==> config.mk <==
export PLATFORM = sky130hd
export DESIGN_NAME = raster_scan_ctrl
export DESIGN_NICKNAME = d
export VERILOG_FILES = /design/src/rtl/raster_pkg.sv /design/src/rtl/raster_xy_counter.sv /design/src/rtl/raster_scan_ctrl.sv
export SDC_FILE = /design/constraint.sdc
export NUM_CORES = 1
export LEC_CHECK = 0
export CAP_MARGIN = 20
export CORE_MARGIN = 2
export CORE_UTILIZATION = 49
export DETAILED_ROUTE_END_ITERATION = 12
export PLACE_DENSITY = 0.81
export SLEW_MARGIN = 40
export SYNTH_ARGS = -nofsm -noshare
export SYNTH_HDL_FRONTEND = slang
export SYNTH_HIERARCHICAL = 1
export SYNTH_SLANG_ARGS = --single-unit
==> constraint.sdc <==
create_clock -name clk -period 2.35 [get_ports clk]
set_input_delay 0.47 -clock clk [delete_from_list [all_inputs] [get_ports clk]]
set_output_delay 0.47 -clock clk [all_outputs]
set_load 0.05 [all_outputs]
==> src/rtl/raster_pkg.sv <==
// Shared types and width helpers for the raster scan controller and its coordinate counter.
package raster_pkg;

   typedef enum logic [1:0] {
      IDLE  = 2'd0,
      SCAN  = 2'd1,
      BLANK = 2'd2,
      DONE  = 2'd3
   } state_t;

   // Never return zero, so a counter port is always at least one bit wide.
   function automatic int COL_W(input int width);
      return (width > 1) ? $clog2(width) : 1;
   endfunction

   function automatic int ROW_W(input int height);
      return (height > 1) ? $clog2(height) : 1;
   endfunction

endpackage

==> src/rtl/raster_xy_counter.sv <==
// Column/row raster counter: column wraps into row, and row wraps at the end of the frame.
module raster_xy_counter
   import raster_pkg::*;
#(
   parameter int WIDTH  = 32,
   parameter int HEIGHT = 32
) (
   input  logic                     clk,
   input  logic                     rst,
   input  logic                     clr,
   input  logic                     en,
   output logic [COL_W(WIDTH)-1:0]  column,
   output logic [ROW_W(HEIGHT)-1:0] row,
   output logic                     last_col,
   output logic                     last_pix
);

   localparam int CW = COL_W(WIDTH);
   localparam int RW = ROW_W(HEIGHT);

   logic last_row;

   assign last_col = (column == CW'(WIDTH - 1));
   assign last_row = (row == RW'(HEIGHT - 1));
   assign last_pix = last_col && last_row;

   // A clear overrides an advance in the same cycle.
   always_ff @(posedge clk) begin
      if (rst || clr) begin
         column <= '0;
         row    <= '0;
      end else if (en) begin
         if (last_col) begin
            column <= '0;
            row    <= last_row ? '0 : row + 1'b1;
         end else begin
            column <= column + 1'b1;
         end
      end
   end

endmodule

==> src/rtl/raster_scan_ctrl.sv <==
// Raster scan controller: runs a WIDTH x HEIGHT scan for one, N or unlimited frames with valid/ready output.
// Optional macro RASTER_HBLANK_EN inserts HBLANK idle cycles after each line.
module raster_scan_ctrl
   import raster_pkg::*;
#(
   parameter int WIDTH  = 32,
   parameter int HEIGHT = 32,
   parameter int HBLANK = 4
) (
   input  logic                     clk,
   input  logic                     rst,
   input  logic                     start,
   input  logic                     abort,
   input  logic [7:0]               num_frames,
   input  logic                     out_ready,
   output logic                     out_valid,
   output logic [COL_W(WIDTH)-1:0]  column,
   output logic [ROW_W(HEIGHT)-1:0] row,
   output logic                     sol,
   output logic                     eol,
   output logic                     sof,
   output logic                     eof,
   output logic                     busy,
   output logic                     frame_done,
   output logic                     run_done
);

   if (WIDTH < 2 || HEIGHT < 2 || HBLANK < 1) begin : g_param_check
      $error("raster_scan_ctrl: WIDTH and HEIGHT must be >= 2, HBLANK >= 1");
   end

   state_t     state;
   state_t     state_next;
   logic [7:0] frames_left;
   logic       continuous;
   logic       frame_done_q;
   logic       last_col;
   logic       last_pix;
   logic       accept;
   logic       start_hit;
   logic       abort_hit;
   logic       last_accept;
   logic       final_frame;

`ifdef RASTER_HBLANK_EN
   localparam int BW = $clog2(HBLANK + 1);
   logic [BW-1:0] blank_cnt;
`endif

   // out_valid depends only on registered state, so out_ready never reaches it combinationally.
   assign out_valid   = (state == SCAN);
   assign accept      = out_valid && out_ready;
   assign start_hit   = (state == IDLE) && start && !abort;
   assign abort_hit   = (state != IDLE) && abort;
   assign last_accept = accept && last_pix;
   assign final_frame = !continuous && (frames_left == 8'd1);

   raster_xy_counter #(
      .WIDTH  (WIDTH),
      .HEIGHT (HEIGHT)
   ) u_xy (
      .clk      (clk),
      .rst      (rst),
      .clr      (abort_hit || start_hit),
      .en       (accept),
      .column   (column),
      .row      (row),
      .last_col (last_col),
      .last_pix (last_pix)
   );

   always_comb begin
      state_next = state;
      case (state)
         IDLE: if (start_hit) state_next = SCAN;
         SCAN: begin
            if (last_accept && final_frame) begin
               state_next = DONE;
`ifdef RASTER_HBLANK_EN
            end else if (accept && last_col) begin
               state_next = BLANK;
`endif
            end
         end
`ifdef RASTER_HBLANK_EN
         BLANK: if (blank_cnt == BW'(HBLANK - 1)) state_next = SCAN;
`endif
         DONE:    state_next = IDLE;
         default: state_next = IDLE;
      endcase
      if (abort_hit) state_next = IDLE;
   end

   // Frame bookkeeping: the count only decrements while more than one frame remains.
   always_ff @(posedge clk) begin
      if (rst) begin
         state        <= IDLE;
         frames_left  <= 8'd0;
         continuous   <= 1'b0;
         frame_done_q <= 1'b0;
      end else begin
         state        <= state_next;
         frame_done_q <= last_accept && !abort;
         if (start_hit) begin
            frames_left <= num_frames;
            continuous  <= (num_frames == 8'd0);
         end else if (abort_hit) begin
            frames_left <= 8'd0;
            continuous  <= 1'b0;
         end else if (last_accept && !continuous && frames_left > 8'd1) begin
            frames_left <= frames_left - 8'd1;
         end
      end
   end

`ifdef RASTER_HBLANK_EN
   always_ff @(posedge clk) begin
      if (rst || state != BLANK) begin
         blank_cnt <= '0;
      end else begin
         blank_cnt <= blank_cnt + 1'b1;
      end
   end
`endif

   assign sol        = out_valid && (column == '0);
   assign eol        = out_valid && last_col;
   assign sof        = out_valid && (column == '0) && (row == '0);
   assign eof        = out_valid && last_pix;
   assign busy       = (state != IDLE);
   assign frame_done = frame_done_q;
   assign run_done   = (state == DONE);

endmodule

==> summary.txt, run 1 <==
Die span in x: 55.9 um
Clock skew: 0.00336 ns
DR iter-0 viols: 41
Register area: 450 sq um
CTS Hold Buffers Added: 0
Post-CTS Resized: 3
Commonest non-fill, non-tap cell in the layout: clkdlybuf4s50_1
Die ar.: 3120 sq um
Leak: 0.000690 uW
Post-Route WL: 3.13 mm
CP Capture Type: output port
Unrepaired setup endpoints after global routing: no
PnR Total Power: 761 uW
Slew Viols, Final: 0
Overflow after GRT: 0
Arrival time at the worst endpoint: 1.80 ns
H-tree levels: 1
Worst Tran Pin Value: 0.493 ns
Io pins: 31
Initial Util: 52.3%
Layout cell share with drive strength beyond 1: 18.9%
Setup crit start kind: flip-flop
R2R Setup Slk: 0.26 ns
Placed Cells: 212
Fin crit share: 96.8%
CP Class: reg2out
Largest net degree at the start of global routing: 13
Cell Int Power: 526 uW
Number of remaining DRC errors: 0
Post-DP Area: 1710 sq um
Clock share of power: 23.2%
# clock sinks: 22
Setup WS post-layout: 0.0754 ns
Gr usage total: 20.5%
Clk root buf: clkbuf_4
Slew HR: 67.0%
R2R Path Start: u_xy/column[0]
Sw frac: 30.9%
#FFs+latches synth: 22
Row cnt: 18
R2R cell count: 8
Netlist cell types: 44
Syn_nets: 173
Via density: 6.01
FF-to-FF End: frames_left[5]
CTS tree: built
Area grow syn2layout: 32.3%
Worst-Skew Late Latency: 0.31 ns
Area occupied by multi-input gates: 863 sq um
Core Area: 2520 sq um
Post-route design area: 1750 sq um
MaxCap Viol Count: 0
Synthesized area: 1320 sq um
Sequential fraction of the synthesis area: 33.4%
Worst-path maximum fanout: 6
Status: finished, final reports clean
Max clock buf depth: 2
Commonest cells after routing, fill and taps aside: clkdlybuf4s50_1 (26), dfxtp_1 (18), nor2_1 (17), a21oi_1 (12), nand2_1 (10)
Syn_area_per_cell: 8.63 sq um
Combinational Power Share: 24.5%
Port Buffers: 30
Fill count: 209
Count of flip-flops with a built-in enable after synthesis: 0
Total clock buffers created by CTS: 3
Clk slew on worst S/H paths: 0.12 ns
Hold Vio Cnt, Final: 0
Worst hold margin: 0.502 ns
Worst Path Required: 1.88 ns
DRT Pass-1 Iters: 4
Setup Buffers After CTS: 0
Fin cells: 215
Peak supply drop: 0.000332 V
Final ANT Viol Nets: 0
Synth Flop Type: dfxtp_1
Yosys warning count: 6
Pre-CTS setup slack: 0.178 ns
Synthesized instance count: 153
Initial antenna violation count: 0
Async SR Flop Fraction: 0%
Vias in the first global route: 1161
Final HPWL DP: 2.32 mm
Seq pwr share: 52.3%
Wire per inst: 14.5 um
Antenna cell count: 0
Critical path origin: state[1]
Via Count: 1293
Switching component of the power: 235 uW
First-pass GRT wire length: 5.24 mm
Setup crit end: out_valid
PwrDens: 436 nW/um^2
HP Class: reg2reg
Final critical-path required period: 2.27 ns
Layout net count: 207
Maximum clock rate: 440 MHz
Final setup violation count: 0
Routability Congestion: 0.966
Die height: 55.9 um
-- final cells by class --
| type | count | area share, % |
|---|---|---|
| timing repair buffer | 33 | 20.1 |
| inverter | 6 | 1.29 |
| tap | 30 | 2.15 |
| clock buffer | 3 | 1.29 |
| multi-input combinational | 121 | 49.4 |
| sequential | 22 | 25.8 |
-- per-layer routing --
layer  wire [um]  global-route usage (%)  vias to the layer above
met5           0                       0                        -
met4          38                    5.78                        0
met3         248                    4.42                        6
met2        1420                    33.3                       60
met1        1420                    27.5                      594
li1            -                       -                      633
-- stage by stage --
step	setup TNS (ns)	util (%)
finish	0	69.2
detailed placement	0	67.8
floorplan	-0.0671	-
global placement	0	67.8
CTS	0	68.9
global route	0	69.2
-- power by group through the flow --
stage | logic (uW) | clock network (uW) | registers [uW]
finish | 186 | 177 | 398
global placement | 179 | 0 | 408
detailed placement | 183 | 0 | 408
global route | 204 | 201 | 400
floorplan | 124 | 0 | 405
CTS | 185 | 180 | 398
-- cells in the mapped netlist, types with 2 or more instances --
master    instances  share of area (%)
a211oi_2          3                2.8
a21o_1            4                2.3
a21oi_1          12                4.5
a31o_1            2                1.3
a31oi_1           4                1.9
and2_1            5                2.4
and3_1            4                1.9
clkbuf_1          2               0.57
dfxtp_1          22                 33
ha_1              7                6.6
inv_1             6                1.7
mux2i_1           4                3.0
nand2_1          10                2.8
nand3_1           4                1.5
nor2_1           17                4.8
nor3_1            5                1.9
nor4_1            4                1.9
nor4b_2           2                2.3
o21ai_0           7                2.7
o31ai_1           3                1.7
or2_1             2               0.95
or4_1             2                1.1
-- worst min path at each step --
stage	startpoint	cells after the start	endpoint	slack, ns
after global placement	state[1]	1	state[0]	0.45
after global routing	u_xy/row[4]	2	u_xy/row[4]	0.52
final	u_xy/row[4]	2	u_xy/row[4]	0.50
after CTS	u_xy/row[4]	2	u_xy/row[4]	0.50
after detailed placement	state[1]	1	state[0]	0.48
after floorplan	state[1]	1	state[0]	0.44
-- registers in the layout, indices dropped and copies added (netlist names) --
register	cells
continuous	1
frames_left	8
state	2
u_xy/column	5
u_xy/row	5
frame_done	1
-- worst max-delay path: stages, from the launching register on --
cell and delay [ns]:
dfxtp_1 0.36, and2b_2 0.31, clkdlybuf4s50_1 0.82
-- cells by family (layout without fill, tap and decap cells) --
kind of cell	count (synthesis)	after routing	share of synthesized area [%]
AND/OR/NAND/NOR	69	69	32.6
flip-flops	22	22	33.4
buffers and inverters	10	42	3.22
AO/OA/AOI/OAI	41	41	21.1
multiplexers	4	4	3.03
adder cells (fa/ha/maj)	7	7	6.63
Note: power is estimated with default switching activity, not from simulation.
==> run 2, diff against run 1 <==
GPL_TIMING_DRIVEN = 0   (was not set)
==> run 2 against run 1 <==
Against the previous run: core utilization rose by 0.74 points; global-route usage rose by 0.23 points; sequential share of layout area barely moved; largest cell class unchanged; clock power rose by 20%; sequential cell count did not move; final cell count rose by 1.4%; critical path type unchanged; combinational power fell by 2%; via count fell by 1.7%; count of clock-buffer cells in the layout rose by 1; routed wire length rose by 1.5%.
==> summary.txt, run 2 (same netlist as run 1, synthesis figures left out) <==
Gr usage total: 20.7% (+0.23 points)
Fin crit share: 96.1% (-0.68 points)
Fill count: 216 (+3.3%)
PnR Total Power: 789 uW (+3.7%)
Peak supply drop: 0.000535 V (+61%)
Final critical-path required period: 2.26 ns (-0.0160 ns)
# clock sinks: 22 (unchanged)
Slew HR: 64.7% (-2.4 points)
Post-Route WL: 3.18 mm (+1.5%)
Register area: 455 sq um (+1.1%)
Die span in x: 55.9 um (unchanged)
Row cnt: 18 (unchanged)
First-pass GRT wire length: 5.14 mm (-2.0%)
Via density: 5.83 (-3.1%)
Initial antenna violation count: 0 (unchanged)
Unrepaired setup endpoints after global routing: no
Worst-Skew Late Latency: 0.32 ns (about the same)
Setup crit start kind: flip-flop
Total clock buffers created by CTS: 3 (unchanged)
Number of remaining DRC errors: 0 (unchanged)
Worst Path Required: 1.88 ns (about the same)
Largest net degree at the start of global routing: 13 (unchanged)
Io pins: 31 (unchanged)
Biggest register: frames_left
Worst-path maximum fanout: 7 (+1)
Final setup violation count: 0 (unchanged)
Overflow after GRT: 0 (unchanged)
Final HPWL DP: 2.34 mm (+0.81%)
Clk slew on worst S/H paths: 0.12 ns (about the same)
Commonest cells after routing, fill and taps aside: clkdlybuf4s50_1 (25), dfxtp_1 (18), nor2_1 (17), a21oi_1 (12), nand2_1 (10)
Layout Utilization: 70.0% (+0.74 points)
Number of flip-flops under the largest register name: 8 (unchanged)
CTS tree: built
Die ar.: 3120 sq um (unchanged)
Maximum clock rate: 443 MHz (+0.71%)
CP Class: reg2out
PwrDens: 447 nW/um^2 (+2.6%)
CTS Hold Buffers Added: 0 (unchanged)
HP Class: reg2reg
DR iter-0 viols: 32 (-22%)
Core Area: 2520 sq um (unchanged)
Antenna cell count: 0 (unchanged)
Layout cell share with drive strength beyond 1: 19.7% (+0.76 points)
Worst Tran Pin Value: 0.530 ns (+0.0371 ns)
Clock skew: 0.00675 ns (+0.00340 ns)
Max clock buf depth: 2 (unchanged)
Port Buffers: 30 (unchanged)
Leak: 0.000706 uW (+2.4%)
CP Capture Type: output port
DRT Pass-1 Iters: 4 (unchanged)
Via Count: 1271 (-1.7%)
Layout net count: 209 (+0.97%)
MaxCap Viol Count: 0 (unchanged)
Die height: 55.9 um (unchanged)
Largest registers: frames_left (8), u_xy/column (5), u_xy/row (5)
Final ANT Viol Nets: 0 (unchanged)
Area occupied by multi-input gates: 897 sq um (+3.9%)
Initial Util: 52.3% (unchanged)
H-tree levels: 1 (unchanged)
Vias in the first global route: 1163 (+0.17%)
Area grow syn2layout: 33.7%
Routability Congestion: 0.892 (-7.7%)
Hold Vio Cnt, Final: 0 (unchanged)
Clk root buf: clkbuf_4
Commonest non-fill, non-tap cell in the layout: clkdlybuf4s50_1
Status: finished, final reports clean
Wire per inst: 14.6 um (+0.14%)
Slew Viols, Final: 0 (unchanged)
Arrival time at the worst endpoint: 1.79 ns (about the same)
run 2: per-layer routing:
| metal | share of wire, % | vias to the layer above | global-route usage (%) |
|---|---|---|---|
| met3 | 4.5 | 4 | 5.58 |
| li1 | - | 642 | - |
| met5 | 0 | - | 0 |
| met2 | 49 | 27 | 34.0 |
| met4 | 1.2 | 0 | 7.82 |
| met1 | 45 | 598 | 26.1 |
run 2: critical path, stage by stage (launching register included):
cell and delay, ns:
dfxtp_4 0.39, ha_1 0.21, and3_1 0.21, ha_4 0.18, and2_4 0.17, and2_1 0.16, buf_6 0.16
run 2: timing repair:
| action | CTS | global route |
|---|---|---|
| resized for setup | 21 | 12 |
| setup buffers | 0 | 1 |
| endpoints found under the setup margin | 4 | 13 |
run 2: cell type report:
cell class	instances	share of cell area (%)
clock buffers	4	2.06
multi-input cells	121	50.8
inverters	6	1.28
well taps	30	2.13
flip-flops and latches	22	25.8
repair buffers	31	16.8
plain buffers	4	1.13
run 2: stage by stage:
stage | instance area (sq um) | setup WS (ns) | cells | setup TNS (ns) | hold WS, ns
3_5_place_dp | 1680 | -0.320 | 213 | -1.85 | 0.494
4_1_cts | 1720 | 0.0373 | 217 | 0 | 0.513
6_report | 1770 | 0.0914 | 218 | 0 | 0.522
3_3_place_gp | 1680 | -0.248 | 213 | -1.38 | 0.455
5_1_grt | 1770 | 0.0133 | 218 | 0 | 0.554
2_1_floorplan | 1340 | -0.0671 | 153 | -0.0671 | 0.435
run 2: worst paths after layout:
| path | start | endpoint | slack [ns] | depth (start not counted) |
|---|---|---|---|---|
| worst max register to register | u_xy/row[0] | frames_left[5] | 0.33 | 8 |
| worst min register to register | u_xy/row[1] | u_xy/row[1] | 0.52 | 2 |
| worst max-delay path | u_xy/row[0] | eof | 0.09 | 6 |
| worst min-delay path | u_xy/row[1] | u_xy/row[1] | 0.52 | 2 |
run 2: power breakdown:
group / total, uW / switching, uW / internal [uW]
logic: 182 / 101 / 80.7
registers: 396 / 15.3 / 380
clock network: 212 / 117 / 94.8
total: 789 / 234 / 556
==> run 3, diff against run 2 <==
CORE_MARGIN = not set   (was 2)
GPL_TIMING_DRIVEN = not set   (was 0)
SYNTH_HIERARCHICAL = not set   (was 1)
==> run 3 against run 2 <==
Against the previous run: sequential share of layout area fell by 0.57 points; first-iteration DRC count rose by 38%; via count rose by 3.2%; clock power barely moved; critical path depth fell by 4; global-route usage rose by 3.9 points; die area fell by 8.0%; clock skew rose by 0.0010 ns; synthesized area fell by 1.1%; cell area did not move; fmax rose by 1.4%.
==> summary.txt, run 3 <==
Via density: 5.96 (+2.3%)
Area grow syn2layout: 35.3%
Hold Vio Cnt, Final: 0 (unchanged)
Netlist cell types: 45 (+2.3%)
Fill count: 203 (-6.0%)
Slew HR: 67.0% (+2.3 points)
Status: finished, final reports clean
CP max stage delay: 0.81 ns (+0.42 ns)
Final TNS setup: 0 ns (unchanged)
Syn_nets: 177 (+2.3%)
Die span in x: 53.6 um (-4.1%)
Final HPWL DP: 2.41 mm (+3.0%)
Die ar.: 2870 sq um (-8.0%)
Synthesized instance count: 156 (+2.0%)
Largest registers: frames_left (8), u_xy.column (5), u_xy.row (5)
Syn_area_per_cell: 8.37 sq um (-3.0%)
Layout net count: 212 (+1.4%)
Routability Congestion: 0.883 (-0.98%)
Clk slew on worst S/H paths: 0.13 ns (about the same)
R2R Setup Slk: 0.22 ns (-0.11 ns)
Setup crit start kind: flip-flop
Clock skew: 0.00775 ns (+0.000996 ns)
Max clock buf depth: 2 (unchanged)
Worst Hold Launch: u_xy.column[1]
Via Count: 1312 (+3.2%)
Synthesized area: 1310 sq um (-1.1%)
Commonest non-fill, non-tap cell in the layout: clkdlybuf4s50_1
Sequential fraction of the synthesis area: 33.7% (+0.38 points)
Wire per inst: 14.1 um (-3.1%)
H-tree levels: 1 (unchanged)
CP Class: reg2out
Slew Viols, Final: 0 (unchanged)
Total clock buffers created by CTS: 3 (unchanged)
FF-to-FF End: frames_left[1]
Placed Cells: 216 (+1.4%)
DRT Pass-1 Iters: 4 (unchanged)
Final setup violation count: 0 (unchanged)
Peak supply drop: 0.000355 V (-34%)
R2R Path Start: u_xy.column[0]
Initial Util: 52.2% (-0.13 points)
Largest net degree at the start of global routing: 13 (unchanged)
Dominant cell by count in the synthesized netlist: dfxtp_1
Fin crit share: 94.8% (-1.3 points)
Final ANT Viol Nets: 0 (unchanged)
DR iter-0 viols: 44 (+38%)
Synth top area cells: dfxtp_1 (34%), ha_1 (7.7%), nor2_1 (5.5%)
Layout Utilization: 70.6% (+0.63 points)
Pre-CTS setup slack: 0.156 ns (+0.476 ns)
MaxCap Viol Count: 0 (unchanged)
CP cell instances: or2_1 > clkdlybuf4s50_1
Layout cell share with drive strength beyond 1: 14.7% (-4.9 points)
HP Class: reg2reg
Unrepaired setup endpoints after global routing: no
Count of flip-flops with a built-in enable after synthesis: 0 (unchanged)
Worst Path Required: 1.88 ns (about the same)
Die height: 53.6 um (-4.1%)
Yosys warning count: 0 (-6)
Arrival time at the worst endpoint: 1.76 ns (-0.03 ns)
Top cell type's share of synthesized area: 33.7% (+0.38 points)
Vias in the first global route: 1200 (+3.2%)
Synth area leader: dfxtp_1
Setup WS post-layout: 0.122 ns (+0.0308 ns)
Biggest register: frames_left
Core Area: 2500 sq um (-0.89%)
Final critical-path required period: 2.23 ns (-0.0308 ns)
R2R cell count: 8 (unchanged)
Synth Flop Type: dfxtp_1
Async SR Flop Fraction: 0% (unchanged)
Post-Route WL: 3.11 mm (-2.2%)
CTS tree: built
Io pins: 31 (unchanged)
Port Buffers: 30 (unchanged)
Hold worst-path end: u_xy.column[1]
First-pass GRT wire length: 5.26 mm (+2.4%)
Number of remaining DRC errors: 0 (unchanged)
Worst Tran Pin Value: 0.494 ns (-0.0358 ns)
Fin cells: 220 (+0.92%)
Maximum clock rate: 449 MHz (+1.4%)
Hold Path Depth: 2 (unchanged)
Row cnt: 18 (unchanged)
Number of flip-flops under the largest register name: 8 (unchanged)
#FFs+latches synth: 22 (unchanged)
Antenna cell count: 0 (unchanged)
Commonest cells after routing, fill and taps aside: clkdlybuf4s50_1 (25), nor2_1 (19), dfxtp_1 (18), a21oi_1 (13), nor3_1 (9)
Overflow after GRT: 0 (unchanged)
CP Capture Type: output port
# clock sinks: 22 (unchanged)
Leak: 0.000690 uW (-2.3%)
Slowest CP cell: clkdlybuf4s50_1
Initial antenna violation count: 0 (unchanged)
Clk root buf: clkbuf_4
PwrDens: 456 nW/um^2 (+2.0%)
Commonest cells post-synth: dfxtp_1 (22), nor2_1 (19), a21oi_1 (13)
Worst-Skew Late Latency: 0.31 ns (about the same)
Setup Buffers After CTS: 0 (unchanged)
Worst-path maximum fanout: 6 (-1)
Gr usage total: 24.6% (+3.9 points)
-- run 3: repair_timing --
item                                    4_1_cts  5_1_grt
hold buffers                                  0        0
gates resized for setup                       0        4
endpoints found under the setup margin        0        6
-- run 3: stage by stage --
stage | hold slack, ns | total power, uW | cell area, sq um
after floorplan | 0.451 | 529 | 1320
after global placement | 0.470 | 590 | 1720
after detailed placement | 0.481 | 598 | 1720
after CTS | 0.498 | 805 | 1760
after global routing | 0.525 | 846 | 1770
final | 0.499 | 805 | 1770
-- run 3: final cells by class --
type | instances | area, sq um | area share (%)
multi-input cells | 121 | 828 | 46.9
flip-flops and latches | 22 | 445 | 25.2
repair buffers | 35 | 388 | 22.0
well taps | 30 | 37.5 | 2.13
clock buffers | 4 | 36.3 | 2.06
inverters | 8 | 30.0 | 1.70
-- run 3: worst max-delay path, delay by kind of cell (launching register included) --
family,cells,cell delay (ns)
buffers and inverters,1,0.81
DFF,1,0.46
and+or+nand+nor,1,0.18
-- run 3: routing by layer --
metal / share of wire [%] / global-route usage [%] / routed length (um)
met5: 0 / 0 / 0
met2: 48 / 40.8 / 1490
met3: 5.4 / 3.11 / 168
met1: 46 / 33.2 / 1430
met4: 0.74 / 7.02 / 23
-- run 3: kinds of logic after synthesis --
group / synth area share [%]
multiplexers: 1.53
adder cells (fa/ha/maj): 7.67
buffers and inverters: 4.12
flip-flops: 33.7
XOR/XNOR: 1.34
AO/OA/AOI/OAI: 20.1
AND/OR/NAND/NOR: 31.4
-- run 3: power by group --
group | leakage [uW] | switching [uW] | internal [uW] | total [uW]
Clock | 0.0000210 | 119 | 94.5 | 213
Combinational | 0.000489 | 103 | 84.3 | 188
Sequential | 0.000181 | 18.2 | 386 | 404
Total | 0.000690 | 240 | 565 | 805
-- run 3: worst max-delay path by stage --
stage / start / endpoint / slack [ns] / depth (start not counted)
3_3_place_gp: abort / frames_left[4] / 0.24 / 5
5_1_grt: u_xy.row[1] / eof / 0.005 / 5
2_1_floorplan: state[0] / sof / 0.004 / 5
4_1_cts: u_xy.row[0] / eof / 0.01 / 5
3_5_place_dp: abort / continuous / 0.16 / 5
6_report: state[1] / busy / 0.12 / 2
